===== src/rtl/seq_mult_arbiter_pkg.sv =====
// Shared types and constants for the seq_mult arbiter slice.
package seq_mult_arb_pkg;

    localparam int unsigned WIDTH_DEF  = 8;
    localparam int unsigned PROD_W_DEF = 2 * WIDTH_DEF;

    typedef enum logic [1:0] {
        IDLE,
        START,
        WAIT,
        RESP
    } state_t;

    function automatic int unsigned prod_width(input int unsigned w);
        return 2 * w;
    endfunction

endpackage


===== src/rtl/seq_mult_arbiter_if.sv =====
// Requester channels and multiplier-side signals of the seq_mult arbiter.
interface seq_mult_arbiter_if
    import seq_mult_arb_pkg::*;
#(
    parameter int unsigned WIDTH   = WIDTH_DEF,
    parameter int unsigned NUM_REQ = 4
);

    logic [NUM_REQ-1:0]         req_valid;
    logic [NUM_REQ-1:0]         req_ready;
    logic [NUM_REQ*WIDTH-1:0]   req_a;
    logic [NUM_REQ*WIDTH-1:0]   req_b;
    logic [NUM_REQ-1:0]         resp_valid;
    logic [NUM_REQ-1:0]         resp_ready;
    logic [2*WIDTH-1:0]         resp_p;
    logic                       resp_err;
    logic                       mul_start;
    logic [WIDTH-1:0]           mul_a;
    logic [WIDTH-1:0]           mul_b;
    logic [2*WIDTH-1:0]         mul_p;
    logic                       mul_rdy;

    modport master (
        input  req_valid, req_a, req_b, resp_ready, mul_p, mul_rdy,
        output req_ready, resp_valid, resp_p, resp_err, mul_start, mul_a, mul_b
    );

    modport slave (
        output req_valid, req_a, req_b, resp_ready, mul_p, mul_rdy,
        input  req_ready, resp_valid, resp_p, resp_err, mul_start, mul_a, mul_b
    );

endinterface


===== src/rtl/seq_mult_arbiter_rr_arbiter.sv =====
// Combinational round-robin pick: first asserted request at or after the pointer, with wrap.
module rr_arbiter #(
    parameter int unsigned NUM_REQ = 4,
    parameter int unsigned IDX_W   = $clog2(NUM_REQ)
) (
    input  logic [NUM_REQ-1:0] i_req,
    input  logic [IDX_W-1:0]   i_ptr,
    output logic [NUM_REQ-1:0] o_grant,
    output logic [IDX_W-1:0]   o_idx,
    output logic               o_any
);

    logic [IDX_W-1:0] w_pos;

    always_comb begin
        o_grant = '0;
        o_idx   = '0;
        o_any   = 1'b0;
        w_pos   = '0;
        for (int unsigned i = 0; i < NUM_REQ; i++) begin
            w_pos = IDX_W'((32'(i_ptr) + i) % NUM_REQ);
            if (!o_any && i_req[w_pos]) begin
                o_any          = 1'b1;
                o_grant[w_pos] = 1'b1;
                o_idx          = w_pos;
            end
        end
    end

endmodule


===== src/rtl/seq_mult_arbiter.sv =====
// Round-robin front end sharing one seq_mult multiplier between NUM_REQ requesters.
// Optional watchdog enabled by defining SEQ_MULT_ARB_TIMEOUT_EN.
module seq_mult_arbiter
    import seq_mult_arb_pkg::*;
#(
    parameter int unsigned WIDTH      = WIDTH_DEF,
    parameter int unsigned NUM_REQ    = 4,
    parameter int unsigned TMO_CYCLES = 64
) (
    input  logic               clk,
    input  logic               reset,
    seq_mult_arbiter_if.master bus
);

    localparam int unsigned IDX_W  = $clog2(NUM_REQ);
    localparam int unsigned PROD_W = prod_width(WIDTH);

    if (NUM_REQ < 2 || NUM_REQ > 8 || TMO_CYCLES < 1) begin : g_bad_params
        $error("seq_mult_arbiter: NUM_REQ must be 2..8 and TMO_CYCLES >= 1");
    end

    state_t              r_state;
    logic [IDX_W-1:0]    r_ptr;
    logic [IDX_W-1:0]    r_gidx;
    logic                r_first;
    logic [NUM_REQ-1:0]  r_resp_valid;
    logic [PROD_W-1:0]   r_resp_p;
    logic                r_mul_start;
    logic [WIDTH-1:0]    r_mul_a;
    logic [WIDTH-1:0]    r_mul_b;

    logic [NUM_REQ-1:0]  w_grant;
    logic [IDX_W-1:0]    w_gidx;
    logic                w_any;

`ifdef SEQ_MULT_ARB_TIMEOUT_EN
    localparam int unsigned TMO_W = $clog2(TMO_CYCLES + 1);
    logic [TMO_W-1:0]    r_tmo;
    logic                r_resp_err;
    assign bus.resp_err = r_resp_err;
`else
    assign bus.resp_err = 1'b0;
`endif

    rr_arbiter #(
        .NUM_REQ (NUM_REQ),
        .IDX_W   (IDX_W)
    ) u_rr_arbiter (
        .i_req   (bus.req_valid),
        .i_ptr   (r_ptr),
        .o_grant (w_grant),
        .o_idx   (w_gidx),
        .o_any   (w_any)
    );

    // Accept strobe is combinational so the grant and operand capture share one cycle.
    assign bus.req_ready  = (r_state == IDLE) ? w_grant : '0;
    assign bus.resp_valid = r_resp_valid;
    assign bus.resp_p     = r_resp_p;
    assign bus.mul_start  = r_mul_start;
    assign bus.mul_a      = r_mul_a;
    assign bus.mul_b      = r_mul_b;

    always_ff @(posedge clk or posedge reset) begin
        if (reset) begin
            r_state      <= IDLE;
            r_ptr        <= '0;
            r_gidx       <= '0;
            r_first      <= 1'b0;
            r_resp_valid <= '0;
            r_resp_p     <= '0;
            r_mul_start  <= 1'b0;
            r_mul_a      <= '0;
            r_mul_b      <= '0;
`ifdef SEQ_MULT_ARB_TIMEOUT_EN
            r_tmo        <= '0;
            r_resp_err   <= 1'b0;
`endif
        end else begin
            case (r_state)
                IDLE: begin
                    if (w_any) begin
                        r_gidx      <= w_gidx;
                        r_mul_a     <= bus.req_a[w_gidx*WIDTH +: WIDTH];
                        r_mul_b     <= bus.req_b[w_gidx*WIDTH +: WIDTH];
                        r_mul_start <= 1'b1;
                        r_state     <= START;
                    end
                end
                START: begin
                    r_mul_start <= 1'b0;
                    r_first     <= 1'b1;
`ifdef SEQ_MULT_ARB_TIMEOUT_EN
                    r_tmo       <= '0;
`endif
                    r_state     <= WAIT;
                end
                WAIT: begin
                    // First WAIT cycle is the multiplier's release cycle; its rdy is stale.
                    r_first <= 1'b0;
                    if (!r_first && bus.mul_rdy) begin
                        r_resp_p             <= bus.mul_p;
                        r_resp_valid         <= '0;
                        r_resp_valid[r_gidx] <= 1'b1;
                        r_state              <= RESP;
                    end
`ifdef SEQ_MULT_ARB_TIMEOUT_EN
                    else if (r_tmo == TMO_W'(TMO_CYCLES - 1)) begin
                        r_resp_p             <= '0;
                        r_resp_err           <= 1'b1;
                        r_resp_valid         <= '0;
                        r_resp_valid[r_gidx] <= 1'b1;
                        r_state              <= RESP;
                    end else begin
                        r_tmo <= r_tmo + TMO_W'(1);
                    end
`endif
                end
                RESP: begin
                    if (bus.resp_ready[r_gidx]) begin
                        r_resp_valid <= '0;
`ifdef SEQ_MULT_ARB_TIMEOUT_EN
                        r_resp_err   <= 1'b0;
`endif
                        r_ptr        <= (r_gidx == IDX_W'(NUM_REQ - 1)) ? '0 : r_gidx + IDX_W'(1);
                        r_state      <= IDLE;
                    end
                end
                default: r_state <= IDLE;
            endcase
        end
    end

endmodule


===== src/flat_wrapper.sv =====
// flat-port wrapper written by rule: the top's interface ports become plain ports
module seq_mult_arbiter_flat import seq_mult_arb_pkg::*;
#(
    parameter int unsigned WIDTH      = WIDTH_DEF,
    parameter int unsigned NUM_REQ    = 4,
    parameter int unsigned TMO_CYCLES = 64
)
  (clk, reset, bus_req_valid, bus_req_a, bus_req_b, bus_resp_ready, bus_mul_p, bus_mul_rdy, bus_req_ready, bus_resp_valid, bus_resp_p, bus_resp_err, bus_mul_start, bus_mul_a, bus_mul_b);
  seq_mult_arbiter_if #(.WIDTH(WIDTH), .NUM_REQ(NUM_REQ)) bus_i ();
  input  logic clk;
  input  logic reset;
  input wire logic [$bits(bus_i.req_valid)-1:0] bus_req_valid;
  input wire logic [$bits(bus_i.req_a)-1:0] bus_req_a;
  input wire logic [$bits(bus_i.req_b)-1:0] bus_req_b;
  input wire logic [$bits(bus_i.resp_ready)-1:0] bus_resp_ready;
  input wire logic [$bits(bus_i.mul_p)-1:0] bus_mul_p;
  input wire logic [$bits(bus_i.mul_rdy)-1:0] bus_mul_rdy;
  output wire logic [$bits(bus_i.req_ready)-1:0] bus_req_ready;
  output wire logic [$bits(bus_i.resp_valid)-1:0] bus_resp_valid;
  output wire logic [$bits(bus_i.resp_p)-1:0] bus_resp_p;
  output wire logic [$bits(bus_i.resp_err)-1:0] bus_resp_err;
  output wire logic [$bits(bus_i.mul_start)-1:0] bus_mul_start;
  output wire logic [$bits(bus_i.mul_a)-1:0] bus_mul_a;
  output wire logic [$bits(bus_i.mul_b)-1:0] bus_mul_b;
  assign bus_i.req_valid = bus_req_valid;
  assign bus_i.req_a = bus_req_a;
  assign bus_i.req_b = bus_req_b;
  assign bus_i.resp_ready = bus_resp_ready;
  assign bus_i.mul_p = bus_mul_p;
  assign bus_i.mul_rdy = bus_mul_rdy;
  assign bus_req_ready = bus_i.req_ready;
  assign bus_resp_valid = bus_i.resp_valid;
  assign bus_resp_p = bus_i.resp_p;
  assign bus_resp_err = bus_i.resp_err;
  assign bus_mul_start = bus_i.mul_start;
  assign bus_mul_a = bus_i.mul_a;
  assign bus_mul_b = bus_i.mul_b;
  seq_mult_arbiter #(.WIDTH(WIDTH), .NUM_REQ(NUM_REQ), .TMO_CYCLES(TMO_CYCLES)) u_core (.clk(clk), .reset(reset), .bus(bus_i));
endmodule

===== config.mk =====
export PLATFORM = sky130hd
export DESIGN_NAME = seq_mult_arbiter_flat
export DESIGN_NICKNAME = d
export VERILOG_FILES = /design/src/rtl/seq_mult_arbiter_pkg.sv /design/src/rtl/seq_mult_arbiter_if.sv /design/src/rtl/seq_mult_arbiter_rr_arbiter.sv /design/src/rtl/seq_mult_arbiter.sv /design/src/flat_wrapper.sv
export SDC_FILE = /design/constraint.sdc
export NUM_CORES = 1
export LEC_CHECK = 0
export ABC_AREA = 1
export CAP_MARGIN = 20
export CORE_ASPECT_RATIO = 1.4
export CORE_MARGIN = 1
export CORE_UTILIZATION = 47
export CTS_BUF_LIST = sky130_fd_sc_hd__clkbuf_8
export CTS_CLUSTER_DIAMETER = 50
export DETAILED_ROUTE_END_ITERATION = 12
export PLACE_DENSITY_LB_ADDON = 0.12
export SLEW_MARGIN = 20
export SYNTH_ARGS = -nofsm -noshare
export SYNTH_HDL_FRONTEND = slang
export SYNTH_SLANG_ARGS = --single-unit
export TNS_END_PERCENT = 10

===== constraint.sdc =====
create_clock -name clk -period 6.9 [get_ports clk]
set_input_delay 0.69 -clock clk [delete_from_list [all_inputs] [get_ports clk]]
set_output_delay 0.69 -clock clk [all_outputs]
set_load 0.005 [all_outputs]

==> reports/metrics.cfg <==
[cells_and_area]
fillers = 502
n_antenna_cell = 0
drive_gt1_share_pct = 9.31
layout_common_cells = clkdlybuf4s50_1 (131), nand2_1 (97), inv_1 (74)
area_growth_pct = 47.8
design_area_mm2 = 0.00452
final_common_cell = clkdlybuf4s50_1
layout.nets = 643

[grt]
antenna_found_initial = 0
grt_start_max_net_pins = 56
grt_pass1_wl_mm = 13.4
grt_usage_pct = 24.2
gr-total-overflow = 0
grt_pass1_vias = 3059

[power_and_ir_drop]
power_density_mw_per_mm2 = 460
pwr-share-clk_pct = 11.0
comb_power_share_pct = 65.9
p_leak_nw = 2.24
p_int_mw = 1.15
seq_power_share_pct = 23.1
ir_worst_vdd_v = 0.000263
p_sw_share_pct = 44.8
p_switching_mw = 0.932

[timing]
min_period_over_period_pct = 53.5
slew_viol_final = 0
rsz0062_at_grt = no
finalSetupTns_ns = 0
tightestPinTransition_ns = 0.914
fin_skew_ns = 0.0100
maxSlewHeadroom_pct = 39.0
finalCriticalPeriod_ns = 3.69
setup_viol = 0
max_freq_mhz = 271
hold_viol = 0

[min_path]
worstHoldPathType = register to register
holdPathStages = 2
hp-start = u_core.bus.mul_b[6]
min_to = u_core.bus.mul_b[6]

[clock_tree]
cts_setup_buffers = 0
root_buffer = clkbuf_8
cts_made_buffers = 5
cts_resized = 0
cts.sink_count = 44
cts.clk_slew.worst_paths_ns = 0.08
clockBufferDepth = 2
htreeDepth = 2
tritoncts = yes
ctsHoldBuffers = 0
insertion_delay_ns = 0.29

[routing]
drtAntennaViolNets = 0
wl_met2_mm = 4.22
dr.first_iter.drc_count = 151
vias = 3059
drc = 0
vias_per_cell = 5.02
met1Wirelength_mm = 2.92
drtPass1Iterations = 4
wl_per_cell_um = 12.6
wl_mm = 7.65
dr.max_layer_used = met4
wl_met3_um = 412

[critical_path]
required_ns = 6.21
r2r-start = u_core.r_ptr[0]
r2r_end = u_core.bus.mul_a[7]
cp-end-kind = output pin
crit_arrival_ns = 3.00
crit_fanout = 11
crit_type = register to output pin
r2r_slack_ns = 3.41
worstRegToRegCells = 11
start_kind = register

[job]
maxCapViolCount = 0

[place]
post-dp-hpwl_mm = 6.11
globalplace.congestion = 0.849
port_buffers = 131
post_dp_cell_area_mm2 = 0.00439

[die]
die_area_mm2 = 0.00684
fp.coreArea_mm2 = 0.00625
die_y_um = 97.5
start_util_pct = 48.9
die_width_um = 70.2
rows = 34
ios = 133

[yosys]
synthArstFlopShare_pct = 100
synth_cells = 413
synth_seq_cells = 44
syn_area_mm2 = 0.00306
synthesis.nets = 519
syn_area_per_cell_um2 = 7.41
ys_seq_area_share_pct = 36.0
synthFlopType = dfrtp_1
synth_cell_type_count = 34
yosysWarnings = 0
synth_edf_count = 0

[outcome]
outcome = finished clean

cells by family (layout without fill, tap and decap cells):
kind of cell    Yosys count  count (layout)  share of synthesized area [%]
compound gates           32              32                           5.89
fa+ha+maj                15              15                           6.13
buf+inv                  92             216                           11.8
flops                    44              44                           36.0
mux                      16              16                           5.89
other cells               1               1                          0.123
simple gates            213             213                           34.2
power groups by stage:
stage / sequential, mW / clock, mW / combinational [mW]
global placement: 0.479 / 0 / 1.34
finish: 0.481 / 0.229 / 1.37
detailed placement: 0.483 / 0 / 1.38
global route: 0.498 / 0.245 / 1.56
CTS: 0.480 / 0.234 / 1.38
floorplan: 0.478 / 0 / 0.929
cells in the mapped netlist (2+ instances only):
library cell   n  share of area, %
nand2_1       97                12
inv_1         75               9.2
nand3_1       56               9.2
dfrtp_1       44                36
o21ai_0       17               2.8
mux2_2        16               5.9
ha_1          15               6.1
nand4_1       11               2.2
or2_1         11               2.2
nor2_1         9               1.1
buf_2          7               1.1
nand2_2        7               1.4
or2_0          6               1.2
a21oi_1        5              0.82
clkbuf_1       5              0.61
or2_2          5               1.0
nand3_2        4               1.3
inv_2          3              0.37
o22ai_1        3              0.61
buf_4          2              0.49
nor2_4         2              0.74
final cells by class:
type	count	area [um2]	area share [%]
clock buffer	5	68.8	1.52
clock inverter	2	60.1	1.33
inverter	78	293	6.48
multi-input combinational	277	1600	35.3
sequential	44	1100	24.4
tap	72	90.1	1.99
timing repair buffer	131	1310	29.0
flip-flops by register name (all words and copies together), names as in the netlist, 2 cells and up:
name and count:
u_core.bus.resp_p 16, u_core.bus.mul_b 8, u_core.bus.mul_a 8, u_core.r_ptr 2, u_core.r_gidx 2, u_core.r_state 2, u_core.bus.resp_valid 4
layer usage:
metal,global-route usage (%),vias up
met4,7.69,0
li1,-,1541
met1,27.9,1418
met5,0,-
met2,43.8,90
met3,5.19,10
per-stage QoR:
step | hold WS (ns) | cells | utilization, % | power [mW] | setup slack [ns]
3_3_place_gp | 0.462 | 602 | 70.2 | 1.82 | 3.50
3_5_place_dp | 0.468 | 602 | 70.2 | 1.86 | 3.35
2_1_floorplan | 0.453 | 413 | - | 1.41 | 4.42
4_1_cts | 0.486 | 609 | 72.3 | 2.10 | 3.25
5_1_grt | 0.520 | 609 | 72.3 | 2.30 | 2.90
6_report | 0.488 | 609 | 72.3 | 2.08 | 3.21
how the worst max path moves through the flow:
stage,start,to,slack [ns],cells past startpoint
4_1_cts,u_core.r_ptr[0],bus_req_ready[0],3.25,13
3_5_place_dp,bus_req_valid[1],u_core.bus.mul_b[2],3.35,12
6_report,u_core.r_ptr[0],bus_req_ready[0],3.21,13
3_3_place_gp,bus_req_valid[1],u_core.bus.mul_b[2],3.50,12
2_1_floorplan,u_core.r_ptr[0],bus_req_ready[0],4.42,12
5_1_grt,u_core.r_ptr[0],bus_req_ready[0],2.90,13
worst max-delay path, stage by stage, from the launching register on:
cell and delay (ns):
dfrtp_1 0.58, inv_2 0.20, ha_1 0.43, inv_1 0.13, nand2_1 0.10, nand2_2 0.10
nor2_8 0.15, nand2_1 0.08, o21ai_0 0.18, a21oi_1 0.06, o21ai_0 0.09, nand2_1 0.07
inv_1 0.05, clkdlybuf4s50_1 0.48
Note: power is estimated with default switching activity, not from simulation.
